--- config.mk ---
export PLATFORM = sky130hd
export DESIGN_NAME = loop_gain_scheduler_flat
export DESIGN_NICKNAME = d
export VERILOG_FILES = /design/src/rtl/lgs_pkg.sv /design/src/rtl/loop_gain_scheduler_if.sv /design/src/rtl/lgs_lock_metric.sv /design/src/rtl/loop_gain_scheduler.sv /design/src/flat_wrapper.sv
export SDC_FILE = /design/constraint.sdc
export NUM_CORES = 1
export LEC_CHECK = 0
export ABC_AREA = 0
export CAP_MARGIN = 10
export CORE_ASPECT_RATIO = 0.8
export CORE_MARGIN = 2
export CORE_UTILIZATION = 30
export CTS_CLUSTER_DIAMETER = 150
export DETAILED_ROUTE_END_ITERATION = 10
export MAX_ROUTING_LAYER = met4
export PLACE_DENSITY_LB_ADDON = 0.3
export SLEW_MARGIN = 0
export SYNTH_ARGS = -nofsm -noshare
export SYNTH_HDL_FRONTEND = slang
export SYNTH_HIERARCHICAL = 1
export SYNTH_SLANG_ARGS = --single-unit
--- constraint.sdc ---
create_clock -name clk -period 4.3 [get_ports clk]
set_input_delay 0.86 -clock clk [delete_from_list [all_inputs] [get_ports clk]]
set_output_delay 0.86 -clock clk [all_outputs]
set_load 0.01 [all_outputs]
--- src/rtl/lgs_pkg.sv ---
// Shared definitions for the Costas-loop gain scheduler: state encodings,
// lock-metric width and the default gain shift amounts for each bandwidth.
package lgs_pkg;

   typedef enum logic [1:0] {
      ST_ACQ  = 2'd0,
      ST_PULL = 2'd1,
      ST_TRK  = 2'd2
   } lgs_state_t;

   localparam int MET_W    = 16;
   localparam int DEF_PD_W = 26;

   localparam logic [3:0] DEF_ACQ_C1  = 4'd4;
   localparam logic [4:0] DEF_ACQ_C2  = 5'd10;
   localparam logic [3:0] DEF_PULL_C1 = 4'd5;
   localparam logic [4:0] DEF_PULL_C2 = 5'd11;
   localparam logic [3:0] DEF_TRK_C1  = 4'd6;
   localparam logic [4:0] DEF_TRK_C2  = 5'd13;

endpackage

--- src/rtl/loop_gain_scheduler_if.sv ---
// Bundle between phase detector / loop filter and the gain scheduler.
// master: the surrounding loop (drives pd, force_acq); slave: the scheduler.
interface loop_gain_scheduler_if
   import lgs_pkg::*;
#(
   parameter int PD_W = DEF_PD_W
) ();

   logic signed [PD_W-1:0] pd;
   logic                   force_acq;
   logic                   acc_en;
   logic                   upd_en;
   logic [3:0]             c1_shift;
   logic [4:0]             c2_shift;
   logic [1:0]             state;
   logic                   lock;
   logic [7:0]             lost_cnt;

   modport master (
      output pd, force_acq,
      input  acc_en, upd_en, c1_shift, c2_shift, state, lock, lost_cnt
   );

   modport slave (
      input  pd, force_acq,
      output acc_en, upd_en, c1_shift, c2_shift, state, lock, lost_cnt
   );

endinterface

--- src/rtl/lgs_lock_metric.sv ---
// Lock metric: saturated |pd| scaled to 16 bits, summed over a window of
// 2^WIN_LOG2 samples; at the last sample the window mean is classified as
// good (below LOCK_TH), bad (above UNLOCK_TH) or in the hold band.
module lgs_lock_metric
   import lgs_pkg::*;
#(
   parameter int          PD_W      = DEF_PD_W,
   parameter int          WIN_LOG2  = 6,
   parameter logic [15:0] LOCK_TH   = 16'd512,
   parameter logic [15:0] UNLOCK_TH = 16'd2048
) (
   input  logic                   clk,
   input  logic                   rst,
   input  logic signed [PD_W-1:0] pd,
   input  logic                   sample,
   input  logic                   clr,
   output logic                   win_end,
   output logic                   good,
   output logic                   bad
);

   localparam int ACC_W = MET_W + WIN_LOG2;
   localparam logic [PD_W-1:0] PD_MIN = {1'b1, {(PD_W-1){1'b0}}};
   localparam logic [PD_W-1:0] PD_MAX = {1'b0, {(PD_W-1){1'b1}}};

   logic [MET_W-1:0]    mag;
   logic [ACC_W-1:0]    acc_q;
   logic [ACC_W-1:0]    sum;
   logic [MET_W-1:0]    mean;
   logic [WIN_LOG2-1:0] win_q;

   // The most negative code has no positive twin, so it is pinned to full scale
   // instead of wrapping back to itself.
   function automatic logic [MET_W-1:0] pd_mag(input logic [PD_W-1:0] v);
      logic [PD_W-1:0] a;
      if (v == PD_MIN)
         a = PD_MAX;
      else if (v[PD_W-1])
         a = -v;
      else
         a = v;
      return a[PD_W-2 -: MET_W];
   endfunction

   // Magnitude, running sum including the current sample, and window mean.
   always_comb begin
      mag     = pd_mag(pd);
      sum     = acc_q + ACC_W'(mag);
      mean    = sum[ACC_W-1 -: MET_W];
      win_end = sample && (win_q == '1);
      good    = mean < LOCK_TH;
      bad     = mean > UNLOCK_TH;
   end

   // Window accumulator; a clear request outranks a sample in the same cycle.
   always_ff @(posedge clk or posedge rst) begin
      if (rst) begin
         acc_q <= '0;
         win_q <= '0;
      end else if (clr) begin
         acc_q <= '0;
         win_q <= '0;
      end else if (sample) begin
         acc_q <= win_end ? '0 : sum;
         win_q <= win_q + WIN_LOG2'(1);
      end
   end

endmodule

--- src/rtl/loop_gain_scheduler.sv ---
// Costas-loop gain scheduler: strobe generation for the second-order loop
// filter and ACQ -> PULL -> TRK bandwidth scheduling from the lock metric.
// Optional build macro LGS_LOST_CNT_EN adds a saturating lock-loss counter;
// without it lost_cnt is tied to zero.
//
//   state   | meaning
//   --------+--------------------------------------------------------
//   ST_ACQ  | wide bandwidth, waiting for LOCK_WINS good windows
//   ST_PULL | medium bandwidth, bad window drops back to ACQ
//   ST_TRK  | narrow bandwidth, UNLOCK_WINS bad windows drop to ACQ
module loop_gain_scheduler
   import lgs_pkg::*;
#(
   parameter int          PD_W        = DEF_PD_W,
   parameter int          UPD_PERIOD  = 8,
   parameter int          WIN_LOG2    = 6,
   parameter logic [15:0] LOCK_TH     = 16'd512,
   parameter logic [15:0] UNLOCK_TH   = 16'd2048,
   parameter int          LOCK_WINS   = 4,
   parameter int          UNLOCK_WINS = 2,
   parameter logic [3:0]  ACQ_C1      = DEF_ACQ_C1,
   parameter logic [4:0]  ACQ_C2      = DEF_ACQ_C2,
   parameter logic [3:0]  PULL_C1     = DEF_PULL_C1,
   parameter logic [4:0]  PULL_C2     = DEF_PULL_C2,
   parameter logic [3:0]  TRK_C1      = DEF_TRK_C1,
   parameter logic [4:0]  TRK_C2      = DEF_TRK_C2
) (
   input  logic                  clk,
   input  logic                  rst,
   loop_gain_scheduler_if.slave  bus
);

   localparam int CNT_W = (UPD_PERIOD > 1) ? $clog2(UPD_PERIOD) : 1;
   localparam int GC_W  = $clog2(LOCK_WINS + 1);
   localparam int BC_W  = $clog2(UNLOCK_WINS + 1);

   logic [CNT_W-1:0] cnt_q;
   lgs_state_t       state_q, state_d;
   logic [GC_W-1:0]  good_q, good_d;
   logic [BC_W-1:0]  bad_q, bad_d;
   logic [3:0]       c1_q, c1_d;
   logic [4:0]       c2_q, c2_d;
   logic             acc_en;
   logic             win_end, win_good, win_bad;
`ifdef LGS_LOST_CNT_EN
   logic             lost_inc;
   logic [7:0]       lost_q;
`endif

   assign acc_en = (cnt_q == '0);

   lgs_lock_metric #(
      .PD_W      (PD_W),
      .WIN_LOG2  (WIN_LOG2),
      .LOCK_TH   (LOCK_TH),
      .UNLOCK_TH (UNLOCK_TH)
   ) u_metric (
      .clk     (clk),
      .rst     (rst),
      .pd      (bus.pd),
      .sample  (acc_en),
      .clr     (bus.force_acq),
      .win_end (win_end),
      .good    (win_good),
      .bad     (win_bad)
   );

   // Free-running period counter; force_acq deliberately leaves it alone so
   // the filter strobe cadence never slips.
   always_ff @(posedge clk or posedge rst) begin
      if (rst)
         cnt_q <= '0;
      else
         cnt_q <= cnt_q + CNT_W'(1);
   end

   // Next-state logic: window-end decisions, with force_acq taking priority.
   always_comb begin
      state_d = state_q;
      good_d  = good_q;
      bad_d   = bad_q;
`ifdef LGS_LOST_CNT_EN
      lost_inc = 1'b0;
`endif
      if (bus.force_acq) begin
         state_d = ST_ACQ;
         good_d  = '0;
         bad_d   = '0;
      end else if (win_end) begin
         unique case (state_q)
            ST_ACQ: begin
               if (!win_good)
                  good_d = '0;
               else if (good_q == GC_W'(LOCK_WINS - 1)) begin
                  state_d = ST_PULL;
                  good_d  = '0;
               end else
                  good_d = good_q + GC_W'(1);
            end
            ST_PULL: begin
               if (win_bad) begin
                  state_d = ST_ACQ;
                  good_d  = '0;
               end else if (!win_good)
                  good_d = '0;
               else if (good_q == GC_W'(LOCK_WINS - 1)) begin
                  state_d = ST_TRK;
                  good_d  = '0;
               end else
                  good_d = good_q + GC_W'(1);
            end
            ST_TRK: begin
               if (!win_bad)
                  bad_d = '0;
               else if (bad_q == BC_W'(UNLOCK_WINS - 1)) begin
                  state_d = ST_ACQ;
                  bad_d   = '0;
`ifdef LGS_LOST_CNT_EN
                  lost_inc = 1'b1;
`endif
               end else
                  bad_d = bad_q + BC_W'(1);
            end
            default: begin
               state_d = ST_ACQ;
               good_d  = '0;
               bad_d   = '0;
            end
         endcase
      end
   end

   // Shifts are decoded from the next state so they change in the same cycle
   // as the state register.
   always_comb begin
      c1_d = ACQ_C1;
      c2_d = ACQ_C2;
      case (state_d)
         ST_PULL: begin
            c1_d = PULL_C1;
            c2_d = PULL_C2;
         end
         ST_TRK: begin
            c1_d = TRK_C1;
            c2_d = TRK_C2;
         end
         default: ;
      endcase
   end

   // State, window counters and registered gain shifts.
   always_ff @(posedge clk or posedge rst) begin
      if (rst) begin
         state_q <= ST_ACQ;
         good_q  <= '0;
         bad_q   <= '0;
         c1_q    <= ACQ_C1;
         c2_q    <= ACQ_C2;
      end else begin
         state_q <= state_d;
         good_q  <= good_d;
         bad_q   <= bad_d;
         c1_q    <= c1_d;
         c2_q    <= c2_d;
      end
   end

`ifdef LGS_LOST_CNT_EN
   // Count TRK losses caused by bad windows; sticks at full scale.
   always_ff @(posedge clk or posedge rst) begin
      if (rst)
         lost_q <= '0;
      else if (lost_inc && (lost_q != 8'hFF))
         lost_q <= lost_q + 8'd1;
   end
   assign bus.lost_cnt = lost_q;
`else
   assign bus.lost_cnt = 8'd0;
`endif

   assign bus.acc_en   = acc_en;
   assign bus.upd_en   = (cnt_q == CNT_W'(1));
   assign bus.c1_shift = c1_q;
   assign bus.c2_shift = c2_q;
   assign bus.state    = state_q;
   assign bus.lock     = (state_q == ST_TRK);

endmodule

--- src/flat_wrapper.sv ---
// flat-port wrapper written by rule: the top's interface ports become plain ports
module loop_gain_scheduler_flat import lgs_pkg::*;
#(
   parameter int          PD_W        = DEF_PD_W,
   parameter int          UPD_PERIOD  = 8,
   parameter int          WIN_LOG2    = 6,
   parameter logic [15:0] LOCK_TH     = 16'd512,
   parameter logic [15:0] UNLOCK_TH   = 16'd2048,
   parameter int          LOCK_WINS   = 4,
   parameter int          UNLOCK_WINS = 2,
   parameter logic [3:0]  ACQ_C1      = DEF_ACQ_C1,
   parameter logic [4:0]  ACQ_C2      = DEF_ACQ_C2,
   parameter logic [3:0]  PULL_C1     = DEF_PULL_C1,
   parameter logic [4:0]  PULL_C2     = DEF_PULL_C2,
   parameter logic [3:0]  TRK_C1      = DEF_TRK_C1,
   parameter logic [4:0]  TRK_C2      = DEF_TRK_C2
)
  (clk, rst, bus_pd, bus_force_acq, bus_acc_en, bus_upd_en, bus_c1_shift, bus_c2_shift, bus_state, bus_lock, bus_lost_cnt);
  loop_gain_scheduler_if #(.PD_W(PD_W)) bus_i ();
  input  logic clk;
  input  logic rst;
  input wire logic [$bits(bus_i.pd)-1:0] bus_pd;
  input wire logic [$bits(bus_i.force_acq)-1:0] bus_force_acq;
  output wire logic [$bits(bus_i.acc_en)-1:0] bus_acc_en;
  output wire logic [$bits(bus_i.upd_en)-1:0] bus_upd_en;
  output wire logic [$bits(bus_i.c1_shift)-1:0] bus_c1_shift;
  output wire logic [$bits(bus_i.c2_shift)-1:0] bus_c2_shift;
  output wire logic [$bits(bus_i.state)-1:0] bus_state;
  output wire logic [$bits(bus_i.lock)-1:0] bus_lock;
  output wire logic [$bits(bus_i.lost_cnt)-1:0] bus_lost_cnt;
  assign bus_i.pd = bus_pd;
  assign bus_i.force_acq = bus_force_acq;
  assign bus_acc_en = bus_i.acc_en;
  assign bus_upd_en = bus_i.upd_en;
  assign bus_c1_shift = bus_i.c1_shift;
  assign bus_c2_shift = bus_i.c2_shift;
  assign bus_state = bus_i.state;
  assign bus_lock = bus_i.lock;
  assign bus_lost_cnt = bus_i.lost_cnt;
  loop_gain_scheduler #(.PD_W(PD_W), .UPD_PERIOD(UPD_PERIOD), .WIN_LOG2(WIN_LOG2), .LOCK_TH(LOCK_TH), .UNLOCK_TH(UNLOCK_TH), .LOCK_WINS(LOCK_WINS), .UNLOCK_WINS(UNLOCK_WINS), .ACQ_C1(ACQ_C1), .ACQ_C2(ACQ_C2), .PULL_C1(PULL_C1), .PULL_C2(PULL_C2), .TRK_C1(TRK_C1), .TRK_C2(TRK_C2)) u_core (.clk(clk), .rst(rst), .bus(bus_i));
endmodule
## After elaboration in Yosys (flattened, before gate mapping)

Cells that the tools add are included.

| word-level totals | value |
|---|---|
| bits in registers | 45 |
| latch bits | 0 |
| memory bits (writable) | 0 |
| memory bits (read-only) | 0 |
| input port bits | 29 |
| output and inout port bits | 22 |
| word-level logic and storage cells | 65 |
| memories | 0 |

| operators by class | value |
|---|---|
| add/sub/neg operators | 6 |
| multipliers | 0 |
| div/mod/pow operators | 0 |
| order comparisons | 2 |
| equality and inequality tests | 11 |
| shift operators | 0 |
| muxes and demuxes | 30 |
| bitwise gates (word level) | 0 |
| reduce and logical (&&, ||, !) cells | 8 |

Operators with widths:

| cell | count |
|---|---|
| 2-to-1 mux 22 bit | 3 |
| 2-to-1 mux 25 bit | 2 |
| equality test 26 bit (second input constant) | 1 |
| 2-to-1 mux 2 bit | 13 |
| negator 25 bit | 1 |
| adder 22 x 16 -> 22 bit | 1 |
| greater-than comparator 16 x 12 -> 1 bit (second input constant) | 1 |
| less-than comparator 16 x 10 -> 1 bit (second input constant) | 1 |
| 2-to-1 mux 3 bit | 5 |
| 2-to-1 mux 6 bit | 2 |
| case mux 3 bit (3 select lines) | 1 |
| case mux 2 bit (2 select lines) | 2 |
| adder 3 x 1 -> 3 bit (second input constant) | 2 |
| adder 6 x 1 -> 6 bit (second input constant) | 1 |
| equality test 2 x 1 -> 1 bit (second input constant) | 3 |
| equality test 6 bit (second input constant) | 1 |
| case mux 2 bit (3 select lines) | 1 |
| case mux 3 bit (2 select lines) | 1 |
| equality test 2 bit (second input constant) | 2 |
| AND reduction 2 bit | 2 |
| nonzero test 2 bit | 2 |
| equality test 3 x 1 -> 1 bit (second input constant) | 1 |
| equality test 3 x 2 -> 1 bit (second input constant) | 1 |
| zero test 3 bit | 1 |
| other kinds (6) | 6 |

## Logic depth before layout (Yosys ltp)

| logic depth | value |
|---|---|
| depth after elaboration | 12 |
| depth in mapped cells | 26 |
| depth with buffers taken out | 23 |

## Modules after synthesis

The synthesis kept the hierarchy.

Modules (own cells, without submodules):

| module | times used | cells each | area an instance (µm²) | sequential area each (µm²) |
|---|---|---|---|---|
| lgs_lock_metric | 1 | 327 | 2655.0 | 700.7 |
| loop_gain_scheduler | 1 | 79 | 837.1 | 351.6 |

## Least setup slack after synthesis

Ideal clock, no wire load.

| timing path | value |
|---|---|
| kind | input port to flip-flop |
| from | input bus_pd[4] |
| to | register u_core.c2_q[0], in the netlist u_core/bus.c2_shift[0] |
| library setup time | 0.113 ns |
| arrival time | 6.473 ns |
| required time | 4.187 ns |
| path slack | -2.286 ns |
| stages on the path | 24 |
| buffers on the path | 2 |
| cell sequence | nor4_1 nand3_1 or3_4 or4_4 or4_1 buf_2 nor2_1 nand3_1 clkbuf_1 nand2_1 ha_1 a211oi_1 o211ai_1 a31oi_1 nand2b_1 a31oi_1 o2bb2ai_1 a31oi_1 nor4_1 nand3b_4 or4b_4 a31o_1 ha_1 inv_1 |

| between the ends | value |
|---|---|
| longest elaborated chain between the ends | 12 |
| elaborated cells between the ends (all ways) | 17 |
| those cells by class | 2 x add/sub; 2 x order compare; 3 x eq/ne; 10 x mux |

RTL lines:

| what | line | source |
|---|---|---|
| start, declared | flat_wrapper.sv:22 | `input wire logic [$bits(bus_i.pd)-1:0] bus_pd;` |
| negator 25 bit | lgs_lock_metric.sv:39 | `a = -v;` |
| 2-to-1 mux 25 bit | lgs_lock_metric.sv:38 | `else if (v[PD_W-1])` |
| 2-to-1 mux 25 bit (*) | lgs_lock_metric.sv:36 | `if (v == PD_MIN)` |
| adder 22 x 16 -> 22 bit (*) | lgs_lock_metric.sv:48 | `sum = acc_q + ACC_W'(mag);` |
| less-than comparator 16 x 10 -> 1 bit (*) | lgs_lock_metric.sv:51 | `good = mean < LOCK_TH;` |
| net u_core.win_good | loop_gain_scheduler.sv:44 | `logic win_end, win_good, win_bad;` |
| 2-to-1 mux 2 bit | loop_gain_scheduler.sv:104 | `end else if (!win_good)` |
| 2-to-1 mux 2 bit | loop_gain_scheduler.sv:101 | `if (win_bad) begin` |
| case mux 2 bit (3 select lines) (*) | loop_gain_scheduler.sv:90 | `unique case (state_q)` |
| 2-to-1 mux 2 bit (*) | loop_gain_scheduler.sv:89 | `end else if (win_end) begin` |
| 2-to-1 mux 2 bit (*) | loop_gain_scheduler.sv:85 | `if (bus.force_acq) begin` |
| equality test 2 bit / equality test 2 x 1 -> 1 bit (equally long branches) | loop_gain_scheduler.sv:138 | `case (state_d)` |
| case mux 3 bit (2 select lines) (*) | loop_gain_scheduler.sv:138 |  |
| net u_core.c2_d[0] | loop_gain_scheduler.sv:42 | `logic [4:0] c2_q, c2_d;` |
| end signal, assigned | loop_gain_scheduler.sv:158 | `c2_q <= ACQ_C2;` |
| end signal, assigned | loop_gain_scheduler.sv:164 | `c2_q <= c2_d;` |
| end, declared | loop_gain_scheduler.sv:42 |  |

The timed path passes the listed nets; every way through them passes the cells marked *.
A chain may end at the register's enable or synchronous reset.

## Worst setup path after layout

| timing path | value |
|---|---|
| from | input bus_pd[14] |
| to | register u_core.c2_q[2], in the netlist u_core/bus.c2_shift[2] |

| between the ends | value |
|---|---|
| longest elaborated chain between the ends | 12 |
| elaborated cells between the ends (all ways) | 17 |
| those cells by class | 2 x add/sub; 2 x order compare; 3 x eq/ne; 10 x mux |

RTL lines:

| what | line |
|---|---|
| negator 25 bit | lgs_lock_metric.sv:39 |
| 2-to-1 mux 25 bit | lgs_lock_metric.sv:38 |
| 2-to-1 mux 25 bit (*) | lgs_lock_metric.sv:36 |
| adder 22 x 16 -> 22 bit (*) | lgs_lock_metric.sv:48 |
| less-than comparator 16 x 10 -> 1 bit (*) | lgs_lock_metric.sv:51 |
| net u_core.win_good | loop_gain_scheduler.sv:44 |
| 2-to-1 mux 2 bit | loop_gain_scheduler.sv:104 |
| 2-to-1 mux 2 bit | loop_gain_scheduler.sv:101 |
| case mux 2 bit (3 select lines) (*) | loop_gain_scheduler.sv:90 |
| 2-to-1 mux 2 bit (*) | loop_gain_scheduler.sv:89 |
| 2-to-1 mux 2 bit (*) | loop_gain_scheduler.sv:85 |
| equality test 2 bit / equality test 2 x 1 -> 1 bit (equally long branches) | loop_gain_scheduler.sv:138 |
| case mux 3 bit (2 select lines) (*) | loop_gain_scheduler.sv:138 |

Marks and branches as above.

==> impl_summary.md <==
Run status
The run finished, with violations left. The checks that failed: negative setup slack.

Finish
The repair_antennas step left the layout with diodes totalling 0. Once layout is complete, the cells apart from fillers number 699. In the final design database the tool counted 610 nets. The area added between synthesis and finish is 61.7%. The share of post-route cells with drive strength above 1 is 41.2%.

Setup path
The required time at the worst-slack endpoint is 4.48 ns. The top fanout value on the critical path is 6. The element type at the critical path end is a flip-flop. STA classifies the critical path startpoint as an input port. The data arrival time at the worst-slack endpoint is 6.29 ns. The critical path class is input port to flip-flop.

Die
The die covers 12500 um^2. The floorplan step set the die width to 125 um. After floorplanning, the core was sized to cover 11400 um^2.

The initial core utilization is 30.6%. The floorplan has 35 rows. The I/O pin count is 51. The floorplan die height is 101 um.

Logic synthesis
The predominant post-synthesis flop cell is dfrtp_1. The combinational family with the most area after synthesis is simple AND/OR/NAND/NOR gates. The number of enable flip-flop cells after synthesis is 0. During synthesis, Yosys emitted a total of 6 warnings. The synthesized netlist cell count is 406. The synthesized netlist devotes 6.77% of its cell area to XOR and XNOR gates. The netlist uses 67 different library cells. Of the total synthesized cell area, the portion taken by full adders, half adders and majority gates is 11.3%. The complex-gate fraction of the synthesized area is 21.2%. For this run, asynchronously set or reset flops after synthesis account for 100%.

Averaged over all synthesized cells, the footprint is 8.60 um^2. The post-synthesis share of cell area spent on and, or, nand and nor gates is 22.2%. The mapped netlist covers 3490 um^2.

After synthesis the netlist holds a flip-flop and latch count of 42. The portion of synthesized area spent on multiplexers is 2.08%. The fraction of the yosys area taken by sequential cells is 30.1%.

GRT
The pin count of the biggest net entering global routing is 22. The initial antenna violation count came to 0. The total overflow left after global routing is 0.

In the global route stage, overall resource usage came out at 16.5%. The via count of the first global-routing pass is 3415. The first global-routing pass estimated 16500 um of wire.

Power
Across the VDD grid, the largest voltage drop is 158 uV. The static leakage is 2.50 nW. Dividing total power by cell area gives a power density of 255 nW/um^2. The post-route total power is 1.44 mW.

Hold path
In this run the worst hold path is classified as flip-flop to flip-flop.

Placed design
Summed over all nets, the half-perimeter wirelength after detailed placement is 6820 um. Prior to clock tree synthesis, the placed netlist has a worst setup slack of -2.40 ns. The count of buffers from port buffering is 38. At the end of routability-driven placement, the weighted congestion stood at 0.853. The cell count after placement is 652.

Drt
The detailed route wirelength on metal3 is 247 um. In this run, the number of DRC markers left after iteration 0 of detailed routing was 206. The final routed DRC violation total is 0. After detailed routing, the wire length on met1 is 4790 um. In this run the remaining antenna-violating nets after routing total 0. The number of iterations in the first detailed-routing pass is 5. After detailed routing, no signal wire sits above met4. In the detailed route, the total length drawn on met2 is 4960 um. After detailed routing, the average wire length per cell comes to 14.7 um. Wires add up to 10300 um. The vias after detailed routing is 3520. The average via count per standard cell is 5.04.

STA
For the final database, setup skew stands at 0.00803 ns. The measured slew at the worst slew-check pin is 0.969 ns. After layout, the worst setup slack is -1.81 ns. Hold is met by 0.484 ns. The final period demand of the worst path is 6.11 ns. After routing, the total negative slack on setup checks comes to -22.73 ns. The share of the clock period used by the worst path is 142%. For this run, the top clock speed supported by timing is 164 MHz. Setup repair after global routing could not meet its margin everywhere. The hold violation count in the final report came to 0.

The max-slew violation total from the final report is 0. The worst max-slew margin expressed relative to the limit is 35.3%. Setup violations remaining at the end of the flow were counted as 24.

CTS
Clock-pin slew was measured on the worst setup and hold paths at 0.06 ns. The number of hold buffers added after CTS was 0. In this run the number of H-tree levels came out at 2.

The number of CTS-inserted buffers is 5. The maximum clock path buffer count is 2. TritonCTS built the clock tree. The sink count of the clock tree is 42. The later pin in the worst-skew pair is clocked with a latency of 0.29 ns. The master cell of the clock root buffer is clkbuf_16.

Run
The max capacitance violation total is 0.
==> final timing paths <==
path	from	slack (ns)	cells after the start	to
max in group asynchronous	rst	2.50	3	u_core/u_metric/acc_q[20]$_DFFE_PP0P_
hold reg to reg	u_core/cnt_q[0]$_DFF_PP0_	0.48	1	u_core/cnt_q[0]$_DFF_PP0_
setup / recovery	bus_pd[14]	-1.81	23	u_core/bus.c2_shift[2]$_DFF_PP0_
setup reg to reg	u_core/u_metric/acc_q[4]$_DFFE_PP0P_	0.49	15	u_core/bus.c2_shift[0]$_DFF_PP0_
min in group asynchronous	rst	0.93	2	u_core/bad_q[1]$_DFFE_PP0P_
hold / removal	u_core/cnt_q[0]$_DFF_PP0_	0.48	1	u_core/cnt_q[0]$_DFF_PP0_
==> cell type report <==
cell class | instances | area (um^2)
clock inverters | 3 | 25.0
well taps | 148 | 185
inverters | 11 | 41.3
clock buffers | 5 | 125
fillers | 1003 | 5780
repair buffers | 158 | 1360
multi-input cells | 332 | 2860
flip-flops and latches | 42 | 1050
==> sequential cells by signal (all words and copies together) (netlist names) <==
signal,cells
u_core/bus.c2_shift,3
u_core/u_metric/acc_q,22
u_core/cnt_q,3
u_core/u_metric/win_q,6
u_core/bus.state,2
u_core/bus.c1_shift,1
u_core/bad_q,2
u_core/good_q,3
==> critical path, stage by stage <==
cell	delay, ns
clkdlybuf4s15_1	0.20
nor4_2	0.30
or2b_4	0.30
or4_4	0.49
or4_4	0.46
nor2_4	0.12
nand3_2	0.11
buf_8	0.18
nand2_4	0.08
ha_4	0.21
a211oi_4	0.20
o211ai_1	0.23
a31oi_4	0.33
nand2b_1	0.15
a31oi_4	0.29
o2bb2ai_4	0.16
a31oi_4	0.06
nor4_4	0.34
nand3b_4	0.12
or4b_4	0.50
a31o_1	0.26
buf_4	0.14
ha_1	0.18
==> cell usage in the layout, fill, tap and decap left out, types with 8 or more instances in the layout <==
master           netlist  layout
o21ai_0               25      14
nand2_1               44      37
nand3_1               13      11
buf_6                  0      22
nor2b_1                9       9
a22o_1                13      13
inv_1                 11      10
dfrtp_1               41      41
clkdlybuf4s50_1        0      24
nor2_1                27      18
conb_1                 2      12
a21oi_1               19       8
ha_1                  30      21
buf_4                 14      98
xor2_1                20      17
a21oi_2                0      10
==> stage by stage <==
step / util (%) / instance area [um^2]
floorplan: - / 3750
global placement: 41.5 / 4740
detailed placement: 41.5 / 4740
CTS: 46.3 / 5290
global route: 49.4 / 5650
finish: 49.4 / 5650
==> power breakdown <==
group / internal, mW / total [mW] / switching (mW)
Combinational: 0.333 / 0.627 / 0.294
Clock: 0.218 / 0.386 / 0.167
Sequential: 0.411 / 0.430 / 0.0186
Total: 0.962 / 1.44 / 0.480
==> cells by family after synthesis <==
logic type                 count (synthesis)
other                                      2
AOI/OAI and AO/OA                        109
DFF                                       42
buffers and inverters                     42
muxes                                      7
xor gates and xnor gates                  27
adders and majority gates                 31
and+or+nand+nor                          146
==> Yosys cell counts (3+ instances only) <==
library cell | number | share of area (%)
nor3b_1 | 6 | 1.3
a211o_1 | 3 | 0.75
nand2b_1 | 4 | 0.72
o211ai_1 | 4 | 0.86
clkbuf_1 | 14 | 1.5
nand3b_1 | 3 | 0.64
ha_1 | 30 | 11
a211oi_1 | 4 | 0.86
buf_4 | 14 | 3.0
inv_1 | 11 | 1.2
nand2_1 | 44 | 4.7
nor3_1 | 13 | 1.9
buf_2 | 3 | 0.43
xor2_1 | 20 | 5.0
xnor2_1 | 7 | 1.8
nand4_1 | 4 | 0.72
nor2_1 | 27 | 2.9
dfrtp_1 | 41 | 29
nor4_1 | 3 | 0.54
mux2i_1 | 5 | 1.4
nand3_1 | 13 | 1.9
a21o_1 | 7 | 1.5
nor2b_1 | 9 | 1.6
a21oi_1 | 19 | 2.7
a31oi_1 | 7 | 1.3
o21ai_0 | 25 | 3.6
o31ai_1 | 4 | 0.86
or4_1 | 3 | 0.64
a22o_1 | 13 | 3.3
==> layer usage <==
layer	GRT usage (%)	up-vias
li1	-	1732
met1	21.2	1711
met2	27.2	50
met3	2.39	27
met4	5.45	0
met5	-	-
==> what timing repair did <==
item,CTS,global route
gates resized for setup,84,58
setup buffers,23,21
cloned,1,0
setup endpoints to repair,27,27
pin swaps,33,46
Note: power is estimated with default switching activity, not from simulation.
